<file path="config.mk">
export PLATFORM = sky130hd
export DESIGN_NAME = ili_spi_tx
export DESIGN_NICKNAME = d
export VERILOG_FILES = /design/src/rtl/ili_spi_tx.sv
export SDC_FILE = /design/constraint.sdc
export NUM_CORES = 1
export LEC_CHECK = 0
export BUFFER_PORTS_ARGS = -buffer_cell sky130_fd_sc_hd__buf_2
export CORE_UTILIZATION = 58
export CTS_CLUSTER_DIAMETER = 40
export CTS_CLUSTER_SIZE = 20
export DETAILED_ROUTE_END_ITERATION = 10
export PLACE_DENSITY = 0.82
export SLEW_MARGIN = 20
export SYNTH_ARGS = -nofsm -noshare
export SYNTH_HDL_FRONTEND = slang
export SYNTH_SLANG_ARGS = --single-unit
</file>
<file path="constraint.sdc">
create_clock -name clk -period 5.9 [get_ports clk]
set_input_delay 1.77 -clock clk [delete_from_list [all_inputs] [get_ports clk]]
set_output_delay 1.77 -clock clk [all_outputs]
set_load 0.05 [all_outputs]
</file>
<file path="src/rtl/ili_spi_tx.sv">
// ili_spi_tx: ILI9341 4-wire SPI write engine, one DW-bit word per request, mode 0, MSB first.
module ili_spi_tx #(
   parameter int DW      = 8,
   parameter int CLK_DIV = 4
) (
   input  logic          clk,
   input  logic          rst,
   input  logic          i_send_comm_ena,
   input  logic          i_dc,
   input  logic [DW-1:0] i_command,
   output logic          o_command_sent,
   output logic          o_busy,
   output logic          o_spi_csx,
   output logic          o_spi_dcx,
   output logic          o_spi_scl,
   output logic          o_spi_sda
);
   localparam int DIVW = $clog2(CLK_DIV + 1);
   localparam int BW   = $clog2(DW);
   localparam logic [DIVW-1:0] DIV_LAST = DIVW'(CLK_DIV - 1);
   localparam logic [BW-1:0]   BIT_LAST = BW'(DW - 1);
   typedef enum logic [2:0] {IDLE, SETUP, SCL_HI, SCL_LO, HOLD, DONE} state_t;
   state_t          state_q, state_d;
   logic [DIVW-1:0] div_q, div_d;
   logic [BW-1:0]   bit_q, bit_d;
   logic [DW-1:0]   shift_q, shift_d;
   logic            dc_q, dc_d, csx_q, csx_d, scl_q, scl_d, sda_q, sda_d;
   logic            busy_q, busy_d, sent_q, sent_d;
   logic            phase_end, accept, advance;
   assign phase_end = div_q == DIV_LAST;
   assign accept    = state_q == IDLE && i_send_comm_ena;
   assign advance   = state_q == SCL_HI && phase_end && bit_q != '0;
   always_ff @(posedge clk or negedge rst) begin
      if (!rst) state_q <= IDLE;
      else      state_q <= state_d;
   end
   always_comb begin
      state_d = state_q;
      case (state_q)
         IDLE:    state_d = accept    ? SETUP  : IDLE;
         SETUP:   state_d = phase_end ? SCL_HI : SETUP;
         SCL_HI:  state_d = !phase_end ? SCL_HI : (bit_q == '0 ? HOLD : SCL_LO);
         SCL_LO:  state_d = phase_end ? SCL_HI : SCL_LO;
         HOLD:    state_d = phase_end ? DONE   : HOLD;
         default: state_d = IDLE;
      endcase
   end
   // Outputs are registered from the next state so pins change on the same edge as the FSM.
   always_comb begin
      div_d   = (phase_end || state_q == IDLE || state_q == DONE) ? '0 : div_q + 1'b1;
      bit_d   = state_q == SETUP ? BIT_LAST : (advance ? bit_q - 1'b1 : bit_q);
      shift_d = accept ? i_command : (advance ? {shift_q[DW-2:0], 1'b0} : shift_q);
      dc_d    = accept ? i_dc : dc_q;
      csx_d   = state_d inside {IDLE, DONE};
      scl_d   = state_d == SCL_HI;
      sda_d   = (state_d == SETUP || state_d == SCL_LO) ? shift_d[DW-1] : sda_q;
      busy_d  = state_d != IDLE;
      sent_d  = state_d == DONE;
   end
   always_ff @(posedge clk or negedge rst) begin
      if (!rst) begin
         div_q   <= '0;
         bit_q   <= '0;
         shift_q <= '0;
         dc_q    <= 1'b0;
         csx_q   <= 1'b1;
         scl_q   <= 1'b0;
         sda_q   <= 1'b0;
         busy_q  <= 1'b0;
         sent_q  <= 1'b0;
      end else begin
         div_q   <= div_d;
         bit_q   <= bit_d;
         shift_q <= shift_d;
         dc_q    <= dc_d;
         csx_q   <= csx_d;
         scl_q   <= scl_d;
         sda_q   <= sda_d;
         busy_q  <= busy_d;
         sent_q  <= sent_d;
      end
   end
   assign o_command_sent = sent_q;
   assign o_busy         = busy_q;
   assign o_spi_csx      = csx_q;
   assign o_spi_dcx      = dc_q;
   assign o_spi_scl      = scl_q;
   assign o_spi_sda      = sda_q;
endmodule

</file>
Word-level counts from Yosys, hierarchy flattened:

Index checks and enable logic that the tools add are counted.

* register bits: 23
* input port bits: 12
* word-level logic and storage cells: 49

* add/subtract/negate cells: 2
* eq/ne operators: 10
* multiplexer cells: 12
* reductions and logical operators: 14

Operator list (number)
* 2-to-1 mux 8 bit: 2
* == test 3 x 2 -> 1 bit (second input constant): 5
* 2-to-1 mux 3 bit: 5
* case mux 3 bit (5 select lines): 1
* == test 3 bit (second input constant): 3
* zero test 3 bit: 3
* == test 3 x 1 -> 1 bit (second input constant): 2
* nonzero test 2 bit: 3
* nonzero test 3 bit: 2
* adder 3 x 1 -> 3 bit (second input constant): 1
* logical AND 1 bit: 3
* logical OR 1 bit: 3
* 2-to-1 mux 1 bit: 3
* subtractor 3 x 1 -> 3 bit (second input constant): 1
* 2-to-1 mux 2 bit: 1

Logic depth before layout (Yosys ltp):

* depth after elaboration: 6
* depth in mapped cells: 7
* depth with buffers taken out: 6

Worst setup path after synthesis:

OpenSTA, ideal clock, no wires.

* kind: input -> register
* start point: in i_send_comm_ena
* end point: reg busy_q (netlist: o_busy)
* setup time: 131 ps
* arrival time: 2829 ps
* data required time: 5769 ps
* setup slack: 2940 ps
* stages on the path: 4
* buffers on the path: 0
* cells stage by stage: nor4b_4 -> a31o_1 -> or3_4 -> or3_1

* longest elaborated chain between the ends: 4

RTL lines
* start, declared: line 8 `input logic i_send_comm_ena,`
* logical AND 1 bit: line 31 `assign accept = state_q == IDLE && i_send_comm_ena;`
* 2-to-1 mux 1 bit: line 40 `IDLE: state_d = accept ? SETUP : IDLE;`
* case mux 3 bit (5 select lines): line 39 `case (state_q)`
* named net state_d[0]: line 23 `state_t state_q, state_d;`
* nonzero test 3 bit: line 57 `busy_d = state_d != IDLE;`
* named net busy_d: line 28 `logic busy_q, busy_d, sent_q, sent_d;`
* end signal, assigned: line 79 `busy_q <= busy_d;`
* end, declared: line 28

The timed path passes the listed nets, and every way through them passes these cells.
A chain may end at the register's enable or synchronous reset.

Final worst setup path:

* start point: in i_send_comm_ena
* end point: reg sda_q (netlist: o_spi_sda)

* longest elaborated chain between the ends: 5
* elaborated cells on any way between the ends: 7

RTL lines
* logical AND 1 bit *: line 31
* 2-to-1 mux 1 bit: line 40
* case mux 3 bit (5 select lines): line 39
* == test 3 x 1 -> 1 bit / == test 3 x 2 -> 1 bit (equally long branches): line 56 `sda_d = (state_d == SETUP || state_d == SCL_LO) ? shift_d[DW-1] : sda_q;`
* logical OR 1 bit: line 56
* end signal, assigned: line 68 `sda_q <= 1'b0;`
* end signal, assigned: line 78 `sda_q <= sda_d;`
* end, declared: line 27 `logic dc_q, dc_d, csx_q, csx_d, scl_q, scl_d, sda_q, sda_d;`

Mark *: on every way between the ends. The rest lies on a longest branch, timed or not.

==> out/metrics.csv <==
stage,metric,value,unit
clock_network,CTS tree,built,
routing,# DRC,0,
clock_network,"Reg clk slew, reported paths",0.12,ns
routing,drt wl/cell,13.4,um
layout,"commonest non-fill, non-tap cells in the layout","dfrtp_1 (22), buf_2 (17), nand2_1 (12), o21ai_1 (10), mux2i_1 (7)",
run,max-cap violations,0,
global_routing,first-pass GRT wire length,3030,um
clock_network,Clock Tree Buf Depth,2,
worst_setup_path,Worst R2R Start,state_q[1]$_DFF_PN0_,
floorplanning,Initial Util,0.636,
timing,clock skew,0.00456,ns
timing,max_slew headroom,0.419,
logic_synthesis,Post-synth ARST share,1.00,
timing,Final Hold Fails,0,
floorplanning,width of the chip,46.2,um
layout,Layout Area Growth over Synthesis,8.93,%
worst_setup_path,R2R Setup Slk,3.72,ns
floorplanning,die area,2140,um2
floorplanning,io pins,18,
logic_synthesis,Yosys reg bits,23,
routing,final wirelength,1890,um
clock_network,CTS buffer count,3,
timing,minimum clock period,3.01,ns
clock_network,clock sinks,23,
logic_synthesis,sequential cell area fraction in the yosys report,0.508,
worst_hold_path,Hold Crit Class,register to register,
timing,Pins Over Slew Limit,0,
logic_synthesis,yosys synthesis warning count,0,
placed_design,GP Congestion,0.720,
routing,Starting DRT DRC Count,15,
layout,ANT cells,0,
routing,vias per cell,5.40,
timing,RSZ-0062 raised after global routing,false,
logic_synthesis,Syn Inst Count,100,
routing,Post-DRT Antenna Nets,0,
global_routing,total track usage,0.202,
routing,Via Count,761,
routing,first drt pass iteration count,4,
power_and_ir_drop,Internal,0.383,mW
worst_hold_path,Hold EP,div_q[0]$_DFF_PN0_,
power_and_ir_drop,Psw,0.269,mW
worst_setup_path,crit start category,primary input,
global_routing,GRT overflow,0,
logic_synthesis,Syn Std Cell Area,1130,um2
floorplanning,Die Y,46.2,um
worst_setup_path,Register-to-Register Path Depth,4,
worst_setup_path,CP max FO,18,
worst_setup_path,Crit. End Element,register,
clock_network,worst skew pair latency,0.30,ns
power_and_ir_drop,PwrDens,528,nW/um2
power_and_ir_drop,Sw Share,0.413,
layout,FF+latch area,577,um2
logic_synthesis,"EDFF count, synth",0,
layout,"commonest non-fill, non-tap cell in the layout",dfrtp_1,
layout,share of cells above drive strength 1,0.233,
outcome,outcome,completed,
worst_hold_path,hold path start,div_q[0]$_DFF_PN0_,
logic_synthesis,syn nets,117,
clock_network,# Post-CTS Setup Buffers,0,
floorplanning,FP Rows,15,
layout,fill count,139,
clock_network,CTS root buf,clkbuf_4,
power_and_ir_drop,Sequential Power Share,0.434,
global_routing,largest net degree at the start of global routing,24,
global_routing,initial antenna violation count,0,
timing,worst-margin pin slew,0.868,ns
logic_synthesis,Main synth FF type,dfrtp_1,
power_and_ir_drop,clock share of power,0.109,
logic_synthesis,Syn Area/Cell,11.3,um2
timing,Peak Freq,332,MHz
placed_design,hpwl dp,1360,um
clock_network,H-tree Lvls,1,
worst_setup_path,Reg-to-Reg End,o_spi_sda$_DFFE_PN0P_,
worst_setup_path,"Data required, critical path",6.10,ns
global_routing,vias in the first global route,688,
layout,nets@finish,134,
floorplanning,core area,1780,um2
timing,final setup vio count,0,
logic_synthesis,library cells used by synthesis,31,
timing,setup TNS,0,ns
clock_network,post-CTS sizing,0,
worst_setup_path,WP data arrival,3.21,ns
timing,"Period Utilization, post-route",0.511,
power_and_ir_drop,overall power,0.653,mW
power_and_ir_drop,combinational power share,0.456,
power_and_ir_drop,worst vdd ir,0.301,mV
placed_design,port bufs,17,
worst_setup_path,critical path type,primary input to register,
power_and_ir_drop,LEAKAGE,0.560,nW
layout,Multi-input gate area,494,um2
clock_network,Post-CTS Hold Buffers,0,
worst_hold_path,Hold Path Depth,1,
per-stage QoR:
step	instances	worst slack, ns	utilization	hold WS, ns	instance area [um2]
3_5_place_dp	137	2.57	0.679	0.426	1210
3_3_place_gp	137	2.64	0.679	0.422	1210
5_1_grt	141	2.77	0.693	0.455	1240
4_1_cts	141	2.89	0.693	0.443	1240
2_1_floorplan	100	2.94	-	0.410	1130
6_report	141	2.89	0.693	0.440	1240
how the worst max path moves through the flow:
stage | slack, ns | start | depth (start not counted) | to
global placement | 2.64 | i_send_comm_ena | 5 | o_spi_sda$_DFFE_PN0P_
floorplan | 2.94 | i_send_comm_ena | 4 | o_busy$_DFF_PN0_
detailed placement | 2.57 | i_send_comm_ena | 5 | o_spi_sda$_DFFE_PN0P_
global route | 2.77 | i_send_comm_ena | 5 | o_spi_sda$_DFFE_PN0P_
finish | 2.89 | i_send_comm_ena | 5 | o_spi_sda$_DFFE_PN0P_
CTS | 2.89 | i_send_comm_ena | 5 | o_spi_sda$_DFFE_PN0P_
power by group through the flow:
stage                     logic (mW)  clock network (mW)  registers (mW)
after floorplan                0.216                   0           0.315
after global placement         0.286                   0           0.283
after detailed placement       0.300                   0           0.287
after CTS                      0.301              0.0729           0.284
after global routing           0.328              0.0801           0.291
final                          0.298              0.0714           0.283
layout make-up:
class,count,area share
Inverter,6,0.0182
Multi-Input combinational cell,66,0.400
Sequential cell,23,0.467
Timing Repair Buffer,17,0.0688
Tap cell,25,0.0253
Clock buffer,4,0.0213
cell usage after synthesis (2+ instances only):
cell	instances	share of area
mux2_1	2	0.020
clkbuf_1	2	0.0066
nand2_1	12	0.040
inv_1	6	0.020
a21oi_1	2	0.0088
nor2_1	6	0.020
buf_6	3	0.030
nand3_1	2	0.0088
ha_1	5	0.055
mux2i_1	7	0.062
xor2_1	2	0.015
o32ai_1	2	0.015
dfrtp_1	22	0.49
o21ai_1	10	0.044
critical path, cell delays in order:
cell and delay (ns):
buf_2 0.08, nor4b_4 0.70, a31o_1 0.22, o32ai_1 0.10
mux2_1 0.35
state kept, by name (all words and copies together) (netlist names):
register and count:
o_spi_dcx 1, o_command_sent 1, o_busy 1, shift_q 8, o_spi_csx 1, bit_q 3, div_q 3, state_q 3
o_spi_scl 1, o_spi_sda 1
kinds of logic (layout without fill, tap and decap cells):
group                      after synthesis  in the layout  share of synthesized area
buffers and inverters                   11             27                     0.0562
xor gates and xnor gates                 3              3                     0.0232
DFF                                     23             23                      0.508
and+or+nand+nor                         31             31                      0.180
muxes                                    9              9                     0.0816
AOI/OAI and AO/OA                       18             18                     0.0959
adders and majority gates                5              5                     0.0551
layer usage:
layer / vias to the layer above / routed length, um / global-route usage
li1: 377 / - / -
met2: 18 / 898 / 0.313
met3: 2 / 83 / 0.0275
met1: 364 / 895 / 0.291
met5: - / 0 / 0
met4: 0 / 15 / 0.0706
Power figures use the tool's default switching activity.
